===== src/rtl/snn_pkg.sv =====
// Shared definitions for the spiking-neuron update path: scheduler FSM
// states, potential width derivation and the saturation ceiling.
package snn_pkg;

   typedef enum logic [1:0] {
      IDLE  = 2'd0,
      DECAY = 2'd1,
      INTEG = 2'd2,
      DONE  = 2'd3
   } sched_state_e;

   // Potential width follows the decay datapath depth.
   function automatic int pot_w(input int n_stage);
      return n_stage + 2;
   endfunction

   // All-ones source for the saturation ceiling; users keep the low W bits.
   localparam logic [31:0] SAT_ALL_ONES = 32'hFFFF_FFFF;

endpackage


===== src/rtl/decay_potential.sv =====
// Leak step of the membrane potential: beta = u - (u >> shift).
// shift = 0 removes the whole potential (full leak); any other shift keeps
// beta <= u, so the subtraction can never underflow.
module decay_potential
   import snn_pkg::*;
#(
   parameter  int N_STAGE = 10,
   localparam int W       = pot_w(N_STAGE)
) (
   input  logic [W-1:0] u,
   input  logic [2:0]   shift,
   output logic [W-1:0] beta
);

   // Leak by a power-of-two fraction of the current potential.
   always_comb begin
      beta = u - (u >> shift);
   end

endmodule


===== src/rtl/lif_update_scheduler.sv =====
// Time-multiplexed LIF update controller. One timestep walks neurons 0..N-1:
// decay the stored potential, add the streamed current (saturating),
// compare with the threshold, then either spike-and-reset or store the sum.
// Current handshake: a transfer happens on a rising edge where cur_ready and
// cur_valid are both high; cur_ready only rises in INTEG and cur_data must be
// stable while cur_valid is high and unaccepted.
module lif_update_scheduler
   import snn_pkg::*;
#(
   parameter  int N_NEURON = 8,
   parameter  int N_STAGE  = 10,
   localparam int IDX_W    = $clog2(N_NEURON),
   localparam int W        = pot_w(N_STAGE)
) (
   input  logic             clk,
   input  logic             rst_n,
   input  logic             start,
   input  logic             clear_pot,
   input  logic [2:0]       shift,
   input  logic [W-1:0]     threshold,
   input  logic             cur_valid,
   output logic             cur_ready,
   input  logic [W-1:0]     cur_data,
   output logic [IDX_W-1:0] cur_idx,
   output logic             spike_valid,
   output logic [IDX_W-1:0] spike_idx,
   output logic             busy,
   output logic             done,
   input  logic [IDX_W-1:0] rd_idx,
   output logic [W-1:0]     rd_data,
   output sched_state_e     dbg_state
);

   localparam logic [W-1:0] SAT_MAX = SAT_ALL_ONES[W-1:0];

   sched_state_e     state, state_d;
   logic [IDX_W-1:0] idx;
   logic [2:0]       shift_q;
   logic [W-1:0]     threshold_q;
   logic [W-1:0]     beta_q, beta_d;
   logic [W-1:0]     pot [N_NEURON];
   logic [W:0]       sum_raw;
   logic [W-1:0]     sum_sat;
   logic             hs, last, fire, accept_start;

   decay_potential #(.N_STAGE(N_STAGE)) u_decay (
      .u     (pot[idx]),
      .shift (shift_q),
      .beta  (beta_d)
   );

   assign accept_start = (state == IDLE) && start;
   assign hs           = (state == INTEG) && cur_valid;
   assign last         = (idx == IDX_W'(N_NEURON - 1));
   assign sum_raw      = {1'b0, beta_q} + {1'b0, cur_data};
   assign sum_sat      = sum_raw[W] ? SAT_MAX : sum_raw[W-1:0];
   assign fire         = (sum_sat >= threshold_q);

   assign cur_ready = (state == INTEG);
   assign busy      = (state != IDLE);
   assign done      = (state == DONE);
   assign cur_idx   = idx;
   assign rd_data   = pot[rd_idx];
   assign dbg_state = state;

   // Next-state logic: INTEG holds until the current handshake.
   always_comb begin
      state_d = state;
      unique case (state)
         IDLE:    if (start) state_d = DECAY;
         DECAY:   state_d = INTEG;
         INTEG:   if (cur_valid) state_d = last ? DONE : DECAY;
         DONE:    state_d = IDLE;
         default: state_d = IDLE;
      endcase
   end

   // Control registers: state, neuron index, latched parameters, spike pulse.
   always_ff @(posedge clk or negedge rst_n) begin
      if (!rst_n) begin
         state       <= IDLE;
         idx         <= '0;
         shift_q     <= '0;
         threshold_q <= '0;
         beta_q      <= '0;
         spike_valid <= 1'b0;
         spike_idx   <= '0;
      end else begin
         state       <= state_d;
         spike_valid <= 1'b0;
         if (accept_start) begin
            shift_q     <= shift;
            threshold_q <= threshold;
            idx         <= '0;
         end
         if (state == DECAY) beta_q <= beta_d;
         if (hs) begin
            if (fire) begin
               spike_valid <= 1'b1;
               spike_idx   <= idx;
            end
            if (!last) idx <= idx + 1'b1;
         end
      end
   end

   // Potential register file: bulk clear from IDLE, one write per handshake.
   always_ff @(posedge clk or negedge rst_n) begin
      if (!rst_n) begin
         for (int i = 0; i < N_NEURON; i++) pot[i] <= '0;
      end else if ((state == IDLE) && !start && clear_pot) begin
         for (int i = 0; i < N_NEURON; i++) pot[i] <= '0;
      end else if (hs) begin
         pot[idx] <= fire ? '0 : sum_sat;
      end
   end

endmodule


===== config.mk =====
export PLATFORM = sky130hd
export DESIGN_NAME = lif_update_scheduler
export DESIGN_NICKNAME = d
export VERILOG_FILES = /design/src/rtl/snn_pkg.sv /design/src/rtl/decay_potential.sv /design/src/rtl/lif_update_scheduler.sv
export SDC_FILE = /design/constraint.sdc
export NUM_CORES = 1
export LEC_CHECK = 0
export ABC_AREA = 1
export ABC_CLOCK_PERIOD_IN_PS = 5000
export CAP_MARGIN = 10
export CORE_MARGIN = 5
export CORE_UTILIZATION = 57
export DETAILED_ROUTE_END_ITERATION = 10
export DONT_BUFFER_PORTS = 1
export PLACE_DENSITY_LB_ADDON = 0.12
export SYNTH_ARGS = -nofsm -noshare
export SYNTH_HDL_FRONTEND = slang
export SYNTH_SLANG_ARGS = --single-unit

===== constraint.sdc =====
create_clock -name clk -period 5 [get_ports clk]
set_input_delay 0.5 -clock clk [delete_from_list [all_inputs] [get_ports clk]]
set_output_delay 0.5 -clock clk [all_outputs]
set_load 0.02 [all_outputs]

== After elaboration in Yosys (flattened, before gate mapping) ==
Cells that the tools add are included.
Word-level totals
  input port bits: 35
  flip-flop bits (word level): 132
Operators by class
  $add $sub $neg: 3
  eq/ne operators: 6
  reduce and logical (&&, ||, !) cells: 11
  bitwise operators: 2
  magnitude comparators: 4
  muxes and demuxes: 22
  shift operators: 1
Operator list (count)
  $mux 96: 2
  $bwmux 96: 1
  $mux 12: 7
  $bmux 12 s3: 2
  $demux 12 s3: 1
  $add 12x12->13: 1
  $ge 12x12->1: 1
  $shr 12x3->12: 1
  $sub 12x12->12: 1
  $mux 3: 3
  $ge 4x4->1 const B: 2
  $not 3->4: 2
  $pmux 2 s4: 1
  $mux 2: 3
  $logic_and 1x1->1: 5
  $eq 2x2->1 const B: 2
  $lt 4x1->1 const B: 1
  $ne 2x2->1 const B: 2
  $reduce_and 2->1: 2
  $reduce_bool 2->1: 2
  $add 3x1->3 const B: 1
  $eq 3x3->1 const B: 1
  $eq 2x1->1 const B: 1
  $logic_not 2->1: 1
  other kinds (2): 3

== Longest topological paths before layout ==
  word-level depth: 8
  gate-level depth with buffers: 25
  depth with buffers taken out: 23

== Modules after synthesis ==
A second synthesis with hierarchy kept.
Unflattened totals
  cell total of the unflattened synthesis: 1234
  area total of the unflattened synthesis: 8767.2 um2
Modules (own cells, without submodules)
  lif_update_scheduler: cells an instance 1026, area each 7712.4 um2, instances 1, seq. area each 3303.2 um2
  decay_potential: cells an instance 208, area each 1054.8 um2, instances 1, seq. area each 0.0 um2

== Worst setup path before layout ==
Ideal clock, no wire load.
  path type: input port to flip-flop
  start: input port cur_data[0]
  end: register pot[2] in the netlist's numbering
  stages on the path: 19
  data arrival time: 3315 ps
  path buffers: 3
  setup slack: 1620 ps
  setup time: 65 ps
  required time: 4935 ps
  cell sequence: ha_1 fa_1 nand2_1 nand2_1 o21ai_1 nor3b_2 nor2_2 buf_6 nand3_4 ha_1 a21oi_1 nor2_1 nor3_2 nand3_1 nor2_2 buf_4 buf_4 nand3_1 nand2_1
On the way
  cells in the longest elaborated chain, start to end: 7
Ends and longest elaborated chain
  start, declared: RTL line lif_update_scheduler.sv:23  | input logic [W-1:0] cur_data,
  $add 12x12->13 *: RTL line lif_update_scheduler.sv:55  | assign sum_raw = {1'b0, beta_q} + {1'b0, cur_data};
  $mux 12 *: RTL line lif_update_scheduler.sv:56  | assign sum_sat = sum_raw[W] ? SAT_MAX : sum_raw[W-1:0];
  $ge 12x12->1: RTL line lif_update_scheduler.sv:57  | assign fire = (sum_sat >= threshold_q);
  $mux 12 *: RTL line lif_update_scheduler.sv:114  | pot[idx] <= fire ? '0 : sum_sat;
  $bwmux 96 *: RTL line lif_update_scheduler.sv:114
  $mux 96 *: RTL line lif_update_scheduler.sv:113  | end else if (hs) begin
  $mux 96 *: RTL line lif_update_scheduler.sv:111  | end else if ((state == IDLE) && !start && clear_pot) begin
  end signal, assigned by index: RTL line lif_update_scheduler.sv:114
  end, declared: RTL line lif_update_scheduler.sv:41  | logic [W-1:0] pot [N_NEURON];
Mark *: on every way between the ends. The rest lies on a longest branch, timed or not. The select of a mux whose other input is x is not followed.
A chain may end at the register's enable or synchronous reset.

== Worst setup path after layout ==
  start: register beta_q[0]
  end: register pot[85] in the netlist's numbering
On the way
  cells in the longest elaborated chain, start to end: 7
Ends and longest elaborated chain
  start, declared: RTL line lif_update_scheduler.sv:40  | logic [W-1:0] beta_q, beta_d;
  start signal, assigned: RTL line lif_update_scheduler.sv:96  | if (state == DECAY) beta_q <= beta_d;
  $add 12x12->13 *: RTL line lif_update_scheduler.sv:55
  $mux 12 *: RTL line lif_update_scheduler.sv:56
  $ge 12x12->1: RTL line lif_update_scheduler.sv:57
  $mux 12 *: RTL line lif_update_scheduler.sv:114
  $bwmux 96 *: RTL line lif_update_scheduler.sv:114
  $mux 96 *: RTL line lif_update_scheduler.sv:113
  $mux 96 *: RTL line lif_update_scheduler.sv:111
Marks and branches as above.

==> run_results.csv <==
group,metric,value,unit
setup_path,path_buf_inv,2,
grt,grt_overflow_total,0,
die,start_util,0.578,
layout,multi_input_area,5090,um2
yosys,ys_ff_latch,132,
route,drcViolationCount,0,
yosys,synth_top_family_by_area,"simple AND/OR/NAND/NOR gates",
layout,seq_area,3300,um2
yosys,yosysSeqAreaShare,0.363,
die,fp-row-count,46,
run_status,status,"complete, no violations",
setup_path,critical_path_class,"flip-flop to flip-flop",
timing,setup_viol,0,
setup_path,crit_slowest_cell,"fa_1",
yosys,synth_compound_area_frac,0.137,
route,wl_per_cell,19.1,um
yosys,synth_top_flop_cell,"dfrtp_1",
power,cellPowerDensity,656,nW/um2
clocking,cts_max_path_buffers,2,
grt,grtUsageTotal,0.322,
yosys,synth-xor-area-share,0.00385,
timing,post-route-period-util,0.774,
route,wl,28800,um
timing,hold-worst-slack,0.0613,ns
layout,layout-drive-gt1-share,0.0780,
setup_path,cp_cell_sequence,"ha_1 > fa_1 > nand2_1 > nand2_1 > o21ai_1 > nor3b_2 > nor2_2 > buf_4 > nand3_4 > ha_1 > a21oi_1 > nor2_1 > nor3_2 > nand3_1 > nor2_4 > buf_4 > nand2_2 > o21ai_0",
route,top_layer,"met4",
timing,timing.final.crit_period,3.87,ns
clocking,clk_latency,0.43,ns
yosys,synth-simple-area-share,0.361,
yosys,synth_area_per_cell,6.93,um2
layout,nNetsFinal,1357,
timing,final-hold-violation-count,0,
power,p_int,3.11,mW
power,switchingPower,3.28,mW
die,chipHeight,136,um
route,drt-met1-wl,12100,um
grt,grt_max_degree,133,
yosys,synth_edf_count,0,
clocking,cts_tree,"built",
timing,relSlewSlack,0.118,
yosys,synth_nets,1389,
clocking,cts_sinks,132,
die,dieArea,18600,um2
setup_path,worst_setup_path_end_kind,"flip-flop",
route,viasPerCell,5.96,
route,wl_met3,3030,um
clocking,cts_setup_buffers,0,
setup_path,startpoint_type,"flip-flop",
min_path,hp-class,"input port to async pin",
timing,maxSlewViolCount,0,
power,comb_power_share,0.561,
die,fp.coreArea,15800,um2
route,ant_nets,0,
route,vias,9016,
grt,antenna_found_initial,0,
setup_path,worst-endpoint-required,5.35,ns
timing,worst_slew_pin_slew,1.32,ns
die,die_x,136,um
power,p_total,6.39,mW
setup_path,worst-path-max-fanout,27,
timing,max_freq,258,MHz
grt,grt_pass1_vias,8337,
yosys,synth_fa_ha_area_frac,0.0552,
placed_design,dpl.hpwl,19800,um
layout,area.growth.synth_to_final,7.03,%
route,dr_wl_met2,12700,um
yosys,muxShareOfSynthArea,0,
power,max-vdd-ir-drop,0.377,mV
route,drt_iter0_drc,1073,
yosys,synth.distinct_cells,42,
layout,most-common-layout-cells,"nand2_1 (457), nand3_1 (142), dfrtp_1 (131), o21ai_0 (124), inv_1 (97)",
setup_path,critPathMaxStageDelay,0.42,ns
run,drv_cap,0,
setup_path,critPathTopFamily,"simple AND/OR/NAND/NOR gates",
layout,layout_commonest_cell,"nand2_1",
layout,fill_cells,1522,
clocking,root_buffer,"clkbuf_16",
placed_design,gp_congestion,0.958,
yosys,async_flop_share,1.00,
yosys,yosysWarnings,0,
placed_design,io_buffers,0,
setup_path,worstPathArrival,4.22,ns
timing,rsz0062_at_grt,"false",
timing,skew,0.00634,ns
route,firstDrtPassIters,7,
yosys,syn_area,9110,um2
clocking,cts_buffers,17,
grt,grt_pass1_wl,46000,um
yosys,syn-instance-count,1315,
die,ios,59,
timing,finalSetupTns,0,ns
power,swShare,0.513,
power,seqPwrFrac,0.239,
clocking,clkTransAtPathRegs,0.06,ns
power,pwr-share-clk,0.201,
clocking,htreeDepth,4,
clocking,cts.repair.resized,0,
power,leakage,4.92,nW
-- cell families after synthesis --
kind of cell | Yosys count
xor gates and xnor gates | 4
and+or+nand+nor | 744
AOI/OAI and AO/OA | 229
adders and majority gates | 39
DFF | 132
buffers and inverters | 167
-- path summary, 6_finish.rpt --
| kind | startpoint | endpoint | slack (ns) | depth (start not counted) |
|---|---|---|---|---|
| max | beta_q[0] | pot[85] | 1.13 | 18 |
| min | rst_n | pot[92] | 0.06 | 1 |
| max reg2reg | beta_q[0] | pot[85] | 1.13 | 18 |
| min reg2reg | pot[62] | pot[62] | 0.48 | 2 |
| max in group asynchronous | rst_n | cur_idx[0] | 4.44 | 1 |
| min in group clk | threshold[3] | threshold_q[3] | 0.19 | 2 |
-- registers in the layout (all words and copies together) (netlist names) --
register,count
spike_idx,3
dbg_state,2
beta_q,12
cur_idx,3
pot,96
shift_q,3
threshold_q,12
spike_valid,1
-- power by group through the flow --
stage / Sequential [mW] / Clock, mW / Combinational [mW]
global route: 1.55 / 1.34 / 3.98
floorplan: 1.46 / 0 / 2.74
CTS: 1.52 / 1.30 / 3.52
global placement: 1.54 / 0 / 3.41
detailed placement: 1.54 / 0 / 3.46
finish: 1.53 / 1.28 / 3.59
-- synth_stat cells (7+ instances only) --
cell | instances | share of area
o21ai_0 | 124 | 0.068
nand2_1 | 457 | 0.19
clkbuf_1 | 29 | 0.012
a31oi_1 | 18 | 0.012
o21ai_2 | 8 | 0.0077
nand4_1 | 14 | 0.0096
dfrtp_1 | 132 | 0.36
a21oi_1 | 41 | 0.023
buf_2 | 14 | 0.0077
nand3_1 | 142 | 0.078
nor2_2 | 7 | 0.0048
nor2_1 | 87 | 0.036
buf_6 | 8 | 0.0099
inv_1 | 97 | 0.040
inv_2 | 8 | 0.0033
ha_1 | 37 | 0.051
nand3_4 | 8 | 0.015
o21ai_1 | 20 | 0.011
-- routing by layer --
| metal | global-route usage | vias to the layer above |
|---|---|---|
| met4 | 0.135 | 0 |
| li1 | - | 4246 |
| met1 | 0.436 | 4156 |
| met5 | 0 | - |
| met3 | 0.0836 | 83 |
| met2 | 0.490 | 531 |
-- cell type report --
cell class	count	area share
Antenna cell	1	0.000257
Sequential cell	132	0.339
Timing Repair Buffer	9	0.00898
Multi-Input combinational cell	1016	0.522
Inverter	107	0.0412
Clock inverter	13	0.0162
Tap cell	216	0.0277
Clock buffer	18	0.0450
-- worst reg2reg max path, delay by kind of cell (launching register included) --
| family | cells | cell delay, ns |
|---|---|---|
| AND/OR/NAND/NOR | 10 | 1.28 |
| adder cells (fa/ha/maj) | 3 | 0.98 |
| buffers and inverters | 2 | 0.61 |
| AO/OA/AOI/OAI | 3 | 0.52 |
| flip-flops | 1 | 0.39 |
-- what timing repair did --
| action | 4_1_cts | 5_1_grt |
|---|---|---|
| hold buffers | 1 | 0 |
| endpoints found under the hold margin | 132 | 0 |
| setup endpoints to repair | 0 | 0 |
-- stage by stage --
| step | instance area [um2] | utilization | cells | setup slack (ns) |
|---|---|---|---|---|
| 6_report | 9750 | 0.618 | 1512 | 1.13 |
| 5_1_grt | 9750 | 0.618 | 1511 | 0.855 |
| 4_1_cts | 9750 | 0.618 | 1511 | 1.18 |
| 3_5_place_dp | 9120 | 0.579 | 1479 | 1.09 |
| 3_3_place_gp | 9120 | 0.579 | 1479 | 1.17 |
| 2_1_floorplan | 9110 | - | 1315 | 1.62 |
Note: power is estimated with default switching activity, not from simulation.
